$ cat config.mk
export PLATFORM = sky130hd
export DESIGN_NAME = ifu_fetch_buf
export DESIGN_NICKNAME = d
export VERILOG_FILES = /design/src/rtl/ifu_fetch_buf.sv
export SDC_FILE = /design/constraint.sdc
export NUM_CORES = 1
export LEC_CHECK = 0
export BUFFER_PORTS_ARGS = -buffer_cell sky130_fd_sc_hd__clkbuf_2
export CORE_UTILIZATION = 40
export DETAILED_ROUTE_END_ITERATION = 8
export GPL_TIMING_DRIVEN = 1
export PLACE_DENSITY_LB_ADDON = 0.2
export SYNTH_ARGS = -nofsm -noshare
export SYNTH_HDL_FRONTEND = slang
export SYNTH_SLANG_ARGS = --single-unit
$ cat constraint.sdc
create_clock -name clk -period 8.5 [get_ports clk]
set_clock_uncertainty 0.05 [all_clocks]
set_input_delay 1.7 -clock clk [delete_from_list [all_inputs] [get_ports clk]]
set_output_delay 1.7 -clock clk [all_outputs]
set_load 0.01 [all_outputs]
$ cat src/rtl/ifu_fetch_buf.sv
// Instruction fetch buffer: issues in-order bus reads for the PC, tracks outstanding
// requests in an address queue and delivers {addr, inst, err} through a 2-entry FIFO.
module ifu_fetch_buf #(
    parameter int                ADDR_W   = 32,
    parameter int                DATA_W   = 32,
    parameter logic [DATA_W-1:0] NOP_INST = 32'h00000013
) (
    input  logic              clk,
    input  logic              rst,
    input  logic [ADDR_W-1:0] pc_i,
    input  logic              pc_valid_i,
    output logic              pc_ready_o,
    input  logic              flush_i,
    output logic              bus_req_o,
    output logic [ADDR_W-1:0] bus_addr_o,
    input  logic              bus_gnt_i,
    input  logic              bus_rvalid_i,
    input  logic [DATA_W-1:0] bus_rdata_i,
    input  logic              bus_err_i,
    output logic              inst_valid_o,
    output logic [DATA_W-1:0] inst_o,
    output logic [ADDR_W-1:0] inst_addr_o,
    output logic              inst_err_o,
    input  logic              inst_ready_i
);

    logic [ADDR_W-1:0] fifo_addr_q [2];
    logic [ADDR_W-1:0] fifo_addr_d [2];
    logic [DATA_W-1:0] fifo_inst_q [2];
    logic [DATA_W-1:0] fifo_inst_d [2];
    logic [1:0]        fifo_err_q;
    logic [1:0]        fifo_err_d;
    logic              fifo_rd_q, fifo_rd_d;
    logic              fifo_wr_q, fifo_wr_d;
    logic [1:0]        fifo_cnt_q, fifo_cnt_d;

    logic [ADDR_W-1:0] aq_addr_q [2];
    logic [ADDR_W-1:0] aq_addr_d [2];
    logic              aq_rd_q, aq_rd_d;
    logic              aq_wr_q, aq_wr_d;
    logic [1:0]        out_cnt_q, out_cnt_d;
    logic [1:0]        disc_cnt_q, disc_cnt_d;

    logic              pop;
    logic              issue;
    logic              rsp_drop;
    logic              rsp_take;
    logic [2:0]        credit_used;
    logic [1:0]        pending;
    logic              unused_pc_low;

    assign unused_pc_low = ^pc_i[1:0];

    assign bus_addr_o   = {pc_i[ADDR_W-1:2], 2'b00};
    assign inst_valid_o = ~rst & (fifo_cnt_q != 2'd0);
    assign inst_o       = inst_valid_o ? fifo_inst_q[fifo_rd_q] : NOP_INST;
    assign inst_addr_o  = inst_valid_o ? fifo_addr_q[fifo_rd_q] : '0;
    assign inst_err_o   = inst_valid_o & fifo_err_q[fifo_rd_q];

    assign pop = inst_valid_o & inst_ready_i;

    // Responses still owed to a flushed stream occupy credit too, so live plus
    // discarded requests together never exceed the two slots.
    assign credit_used = {1'b0, out_cnt_q} + {1'b0, disc_cnt_q} + {1'b0, fifo_cnt_q}
                       - {2'b00, pop};
    assign bus_req_o   = ~rst & pc_valid_i & ~flush_i & (credit_used < 3'd2);
    assign issue       = bus_req_o & bus_gnt_i;
    assign pc_ready_o  = issue;

    assign rsp_drop = bus_rvalid_i & (disc_cnt_q != 2'd0);
    assign rsp_take = bus_rvalid_i & (disc_cnt_q == 2'd0) & (out_cnt_q != 2'd0);
    assign pending  = out_cnt_q + disc_cnt_q;

    always_comb begin
        fifo_addr_d = fifo_addr_q;
        fifo_inst_d = fifo_inst_q;
        fifo_err_d  = fifo_err_q;
        fifo_rd_d   = fifo_rd_q;
        fifo_wr_d   = fifo_wr_q;
        fifo_cnt_d  = fifo_cnt_q;
        aq_addr_d   = aq_addr_q;
        aq_rd_d     = aq_rd_q;
        aq_wr_d     = aq_wr_q;
        out_cnt_d   = out_cnt_q;
        disc_cnt_d  = disc_cnt_q;

        if (flush_i) begin
            // A response landing in the flush cycle is one fewer to discard later.
            fifo_rd_d  = 1'b0;
            fifo_wr_d  = 1'b0;
            fifo_cnt_d = 2'd0;
            aq_rd_d    = 1'b0;
            aq_wr_d    = 1'b0;
            out_cnt_d  = 2'd0;
            disc_cnt_d = (bus_rvalid_i && pending != 2'd0) ? pending - 2'd1 : pending;
        end else begin
            if (pop) begin
                fifo_rd_d = ~fifo_rd_q;
            end
            if (rsp_drop) begin
                disc_cnt_d = disc_cnt_q - 2'd1;
            end
            if (rsp_take) begin
                fifo_addr_d[fifo_wr_q] = aq_addr_q[aq_rd_q];
                fifo_inst_d[fifo_wr_q] = bus_rdata_i;
                fifo_err_d[fifo_wr_q]  = bus_err_i;
                fifo_wr_d              = ~fifo_wr_q;
                aq_rd_d                = ~aq_rd_q;
            end
            if (issue) begin
                aq_addr_d[aq_wr_q] = bus_addr_o;
                aq_wr_d            = ~aq_wr_q;
            end
            out_cnt_d  = out_cnt_q + {1'b0, issue} - {1'b0, rsp_take};
            fifo_cnt_d = fifo_cnt_q + {1'b0, rsp_take} - {1'b0, pop};
        end
    end

    always_ff @(posedge clk) begin
        if (rst) begin
            fifo_rd_q  <= 1'b0;
            fifo_wr_q  <= 1'b0;
            fifo_cnt_q <= 2'd0;
            aq_rd_q    <= 1'b0;
            aq_wr_q    <= 1'b0;
            out_cnt_q  <= 2'd0;
            disc_cnt_q <= 2'd0;
        end else begin
            fifo_rd_q  <= fifo_rd_d;
            fifo_wr_q  <= fifo_wr_d;
            fifo_cnt_q <= fifo_cnt_d;
            aq_rd_q    <= aq_rd_d;
            aq_wr_q    <= aq_wr_d;
            out_cnt_q  <= out_cnt_d;
            disc_cnt_q <= disc_cnt_d;
        end
    end

    // Storage slots need no reset: they are only read while a count marks them valid.
    for (genvar gi = 0; gi < 2; gi++) begin : g_slot
        always_ff @(posedge clk) begin
            fifo_addr_q[gi] <= fifo_addr_d[gi];
            fifo_inst_q[gi] <= fifo_inst_d[gi];
            fifo_err_q[gi]  <= fifo_err_d[gi];
            aq_addr_q[gi]   <= aq_addr_d[gi];
        end
    end

endmodule

Word level (Yosys, flattened, before mapping) --
Index checks and enable logic that the tools add are counted. W data, S select, Z words.
Word-level totals: bits in registers 204, input port bits 72, word-level logic and storage cells 94
Cells by class: add/sub/neg operators 10, order comparisons 10, multiplexer cells 26, bitwise operators 20, reductions and logical operators 13
Operators with widths (number):
- $mux W32 | 13
- $bwmux W64 | 3
- $demux W32 S1 | 2
- $and A1 B1 Y1 | 10
- $reduce_bool A2 Y1 | 5
- $ge A2 B2 Y1 const B | 4
- $not A1 Y2 | 4
- $mux W2 | 3
- $not A1 Y1 | 6
- $add A2 B1 Y2 | 2
- $logic_and A1 B1 Y1 | 4
- $lt A1 B2 Y1 const B | 2
- $lt A2 B1 Y1 const B | 2
- $reduce_and A2 Y1 | 2
- $sub A2 B1 Y2 | 2
- $sub A2 B1 Y2 const B | 2
- $add A2 B2 Y3 | 1
- $add A3 B2 Y3 | 1
- $lt A3 B2 Y1 const B | 1
- $mux W1 | 3
- $sub A3 B1 Y3 | 1
- $add A2 B2 Y2 | 1
- $bwmux W2 | 1
- $logic_not A2 Y1 | 1
- other kinds (3) | 3

Logic depth before layout (Yosys ltp) --
depth in word-level cells 9, depth in mapped cells 11, mapped depth without buffers 11

Least setup slack after synthesis --
OpenSTA, ideal clock, no wires.
path kind input-to-reg, start point input bus_rvalid_i, end point register fifo_addr_q[10] (netlist bit), enable pin, library setup time 575 ps, arrival 6548 ps, setup slack 1327 ps, stages on the path 2, path buffers 0, path through o211ai_1 nor3b_1
On the way: word-level cells in the longest chain between the ends 3
Ends and longest elaborated chain:
- start, declared | line 17 | input logic bus_rvalid_i,
- $and A1 B1 Y1 (2 in a row) | line 71 | assign rsp_take = bus_rvalid_i & (disc_cnt_q == 2'd0) & (out_cnt_q != 2'd0);
- $reduce_and A2 Y1 (no line)
- end signal, assigned by index | line 142 | fifo_addr_q[gi] <= fifo_addr_d[gi];
- end, declared | line 27 | logic [ADDR_W-1:0] fifo_addr_q [2];
No other way between the ends. A chain may end at the register's enable or synchronous reset.

Final worst setup path --
start point input rst, end point output pc_ready_o
On the way: word-level cells in the longest chain between the ends 7, elaborated cells on any way between the ends 9
Ends and longest elaborated chain:
- start, declared | line 9 | input logic rst,
- $not A1 Y1 * | line 55, 66
- $and A1 B1 Y1 | line 55 | assign inst_valid_o = ~rst & (fifo_cnt_q != 2'd0);
- $and A1 B1 Y1 | line 60 | assign pop = inst_valid_o & inst_ready_i;
- $sub A3 B1 Y3 | line 65 | - {2'b00, pop};
- $lt A3 B2 Y1 | line 66 | assign bus_req_o = ~rst & pc_valid_i & ~flush_i & (credit_used < 3'd2);
- $and A1 B1 Y1 * | line 66
- $and A1 B1 Y1 * | line 67 | assign issue = bus_req_o & bus_gnt_i;
- end, declared | line 12 | output logic pc_ready_o,
Mark *: on every way between the ends. The rest lies on a longest branch, timed or not.

==> flow_metrics.tcl <==
set metrics [dict create \
    status "complete, no violations" \
    fin_crit_sh 0.6663 \
    ant_nets 0 \
    layoutNonFillerInstCount 888 \
    powerDensity_nw_per_um2 210.0 \
    ys_ff_latch 196 \
    yosys.area.top_type "edfxtp_1" \
    cts_tree "yes" \
    tightestPinTransition_ps 879.1 \
    dp_cells 856 \
    startpoint_type "primary input" \
    cts-htree-levels 4 \
    gp_congestion 0.6921 \
    ys_top_cells_by_count "186 x edfxtp_1, 72 x nor2_1, 63 x mux2i_1, 34 x buf_4, 31 x mux2_2" \
    hpwl_um 8584 \
    drive_gt1_frac 0.3885 \
    timing.critical_path.buf_inv 3 \
    rsz0062_at_grt "false" \
    synth_top_flop_cell "edfxtp_1" \
    yosysWarningCount 0 \
    synthCells 473 \
    drv_cap 0 \
    clk_latency_ps 420 \
    setup_viol 0 \
    drv_slew 0 \
    antenna_found_initial 0 \
    timing.final.hold_violations 0 \
    cp_slowest_cell "xor3_2" \
    start_util 0.4131 \
    grt_max_degree 61 \
    async_flop_share 0 \
    reg2reg_to "aq_addr_q[28]$_DFFE_PP_" \
    leakage_uw 0.003352 \
    cts-resized-gates 0 \
    yosysUniqueCellTypes 35 \
    numCtsBuffers 17 \
    min_path_type "reg -> reg" \
    worstReg2RegStart "fifo_cnt_q[0]$_SDFF_PP0_" \
    avgSynthCellArea_um2 16.56 \
    drt_iter0_markers 138 \
    max_slew_margin 0.4139 \
    coreArea_um2 18960 \
    fmaxAchievable_mhz 176.6 \
    num_vias 4152 \
    chipWidth_um 141.9 \
    io_pins 172 \
    clk_pin_slew_ps 70 \
    post-synth-top-count-cell "edfxtp_1" \
    cpLargestDelayFamily "XOR/XNOR gates" \
    firstDrtPassIters 4 \
    r2r_cells 11 \
    clockBufferDepth 2 \
    period_needed_ps 5664 \
    dp_worst_setup_slack_ps 2827 \
    peakVddDrop_uv 135.9 \
    cts_setup_buffers 0 \
    final_area_um2 9350 \
    cp_max_fo 6 \
    root_buffer "clkbuf_16" \
    power.total_uw 1964 \
    drc 0 \
    r2r_slack_ps 5090 \
    grt-ovfl-total 0 \
    critPathKind "in -> out" \
    area_growth_pct 19.40 \
    clock_sinks 196 \
    ctsHoldBuffers 0 \
    grt_pass1_wl_um 21310 \
    netlist_area_um2 7831 \
    num_antenna_cells 0 \
    io_buffers 165 \
    die-height_um 141.9 \
    dpl-instance-area_um2 8747 \
    synth_edf_count 186 \
    fillers 1652 \
    nets 696 \
    crit_arrival_ps 3910 \
    slowest_delay_ps 430 \
    worstPathRequired_ps 6750 \
    netlist.area_leader.share 0.7132 \
    grtUsageTotal 0.1437 \
    crit_path_end "pc_ready_o" \
    critPathCaptureType "output port" \
    vias_per_cell 4.676 \
    crit_cells 12 \
    fin_ws_ps 2836 \
    fin_setup_tns_ps 0 \
    wl_per_cell_um 15.76 \
    path_cells "clkbuf_2 -> o21bai_4 -> inv_2 -> nand2_1 -> xnor2_1 -> ha_1 -> a21o_1 -> ha_1 -> xor3_2 -> nand3_4 -> nor2_1 -> clkbuf_2" \
    synthTopCellsByArea "edfxtp_1 71%, mux2i_1 8.1%, mux2_2 4.5%" \
    core.rowCount 50 \
    grt_pass1_vias 4158 \
    wirelength_um 14000 \
    die_area_um2 20140 \
    crit_start "rst" \
    yosysSeqAreaShare 0.7388 \
]
-- flip-flops by register name (all words and copies together) (netlist names) --
| name | count |
|---|---|
| aq_addr_q | 60 |
| aq_wr_q | 1 |
| disc_cnt_q | 2 |
| fifo_cnt_q | 2 |
| fifo_wr_q | 1 |
| fifo_rd_q | 1 |
| fifo_inst_q | 64 |
| aq_rd_q | 1 |
| fifo_err_q | 2 |
| fifo_addr_q | 60 |
| out_cnt_q | 2 |
-- worst min-delay path: cells and delay by family (launching register included) --
kind          cells  cell delay (ps)
xor+xnor          1               90
flops             1              370
simple gates      1               70
-- through the flow --
stage          hold WS [ps]    util
6_report              508.7  0.4933
3_3_place_gp          478.3  0.4615
3_5_place_dp          496.4  0.4615
2_1_floorplan         442.8       -
4_1_cts               519.0  0.4933
5_1_grt               530.1  0.4933
-- how the worst min path moves through the flow --
stage                                 start                         to  slack [ps]  cells after the start
finish                 aq_wr_q$_SDFFE_PP0P_       aq_wr_q$_SDFFE_PP0P_         510                      2
global route        aq_addr_q[60]$_DFFE_PP_  fifo_addr_q[60]$_DFFE_PP_         530                      1
CTS                    aq_wr_q$_SDFFE_PP0P_       aq_wr_q$_SDFFE_PP0P_         520                      2
detailed placement   fifo_wr_q$_SDFFE_PP0P_     fifo_wr_q$_SDFFE_PP0P_         500                      2
global placement       aq_wr_q$_SDFFE_PP0P_       aq_wr_q$_SDFFE_PP0P_         480                      2
floorplan              aq_wr_q$_SDFFE_PP0P_       aq_wr_q$_SDFFE_PP0P_         440                      2
-- layout make-up --
type                    count  area [µm²]  share of cell area
multi-input cells         218        1715              0.1835
clock inverters            13       170.2             0.01820
inverters                  10       37.54            0.004014
well taps                 260       325.3             0.03479
clock buffers              19       432.9             0.04630
flip-flops and latches    196        5791              0.6193
repair buffers            172       878.3             0.09394
-- metal layers --
metal / track usage / part of all wire / wire length [µm] / vias to the layer above
met1: 0.1673 / 0.43 / 5976 / 2024
li1: - / - / - / 1978
met2: 0.2554 / 0.51 / 7116 / 137
met5: 0 / 0 / 0 / -
met3: 0.03341 / 0.051 / 710 / 13
met4: 0.05772 / 0.014 / 193 / 0
-- where the power goes --
part           internal, µW  switching, µW  total [µW]
Combinational          36.6           44.4        81.0
Sequential             1060           4.79        1070
Clock                   469            346         815
-- cell families after synthesis --
family	Yosys count	synth area share
adders and majority gates	9	0.01534
xor gates and xnor gates	15	0.01885
and+or+nand+nor	88	0.04714
AOI/OAI and AO/OA	8	0.007030
DFF	196	0.7388
buffers and inverters	62	0.04729
muxes	94	0.1251
other	1	0.0004789
-- cell usage in the layout, fill, tap and decap left out, types with 4 or more instances in the layout --
master / Yosys / routed
inv_6: 0 / 4
inv_1: 9 / 9
conb_1: 1 / 4
clkbuf_16: 0 / 17
mux2i_1: 63 / 63
xor2_1: 5 / 5
nand2_1: 5 / 5
nor2_1: 72 / 72
xnor2_1: 9 / 9
edfxtp_1: 186 / 186
dfxtp_1: 10 / 8
buf_4: 34 / 7
clkbuf_2: 0 / 165
ha_1: 8 / 8
mux2_2: 31 / 31
Power figures use the tool's default switching activity.
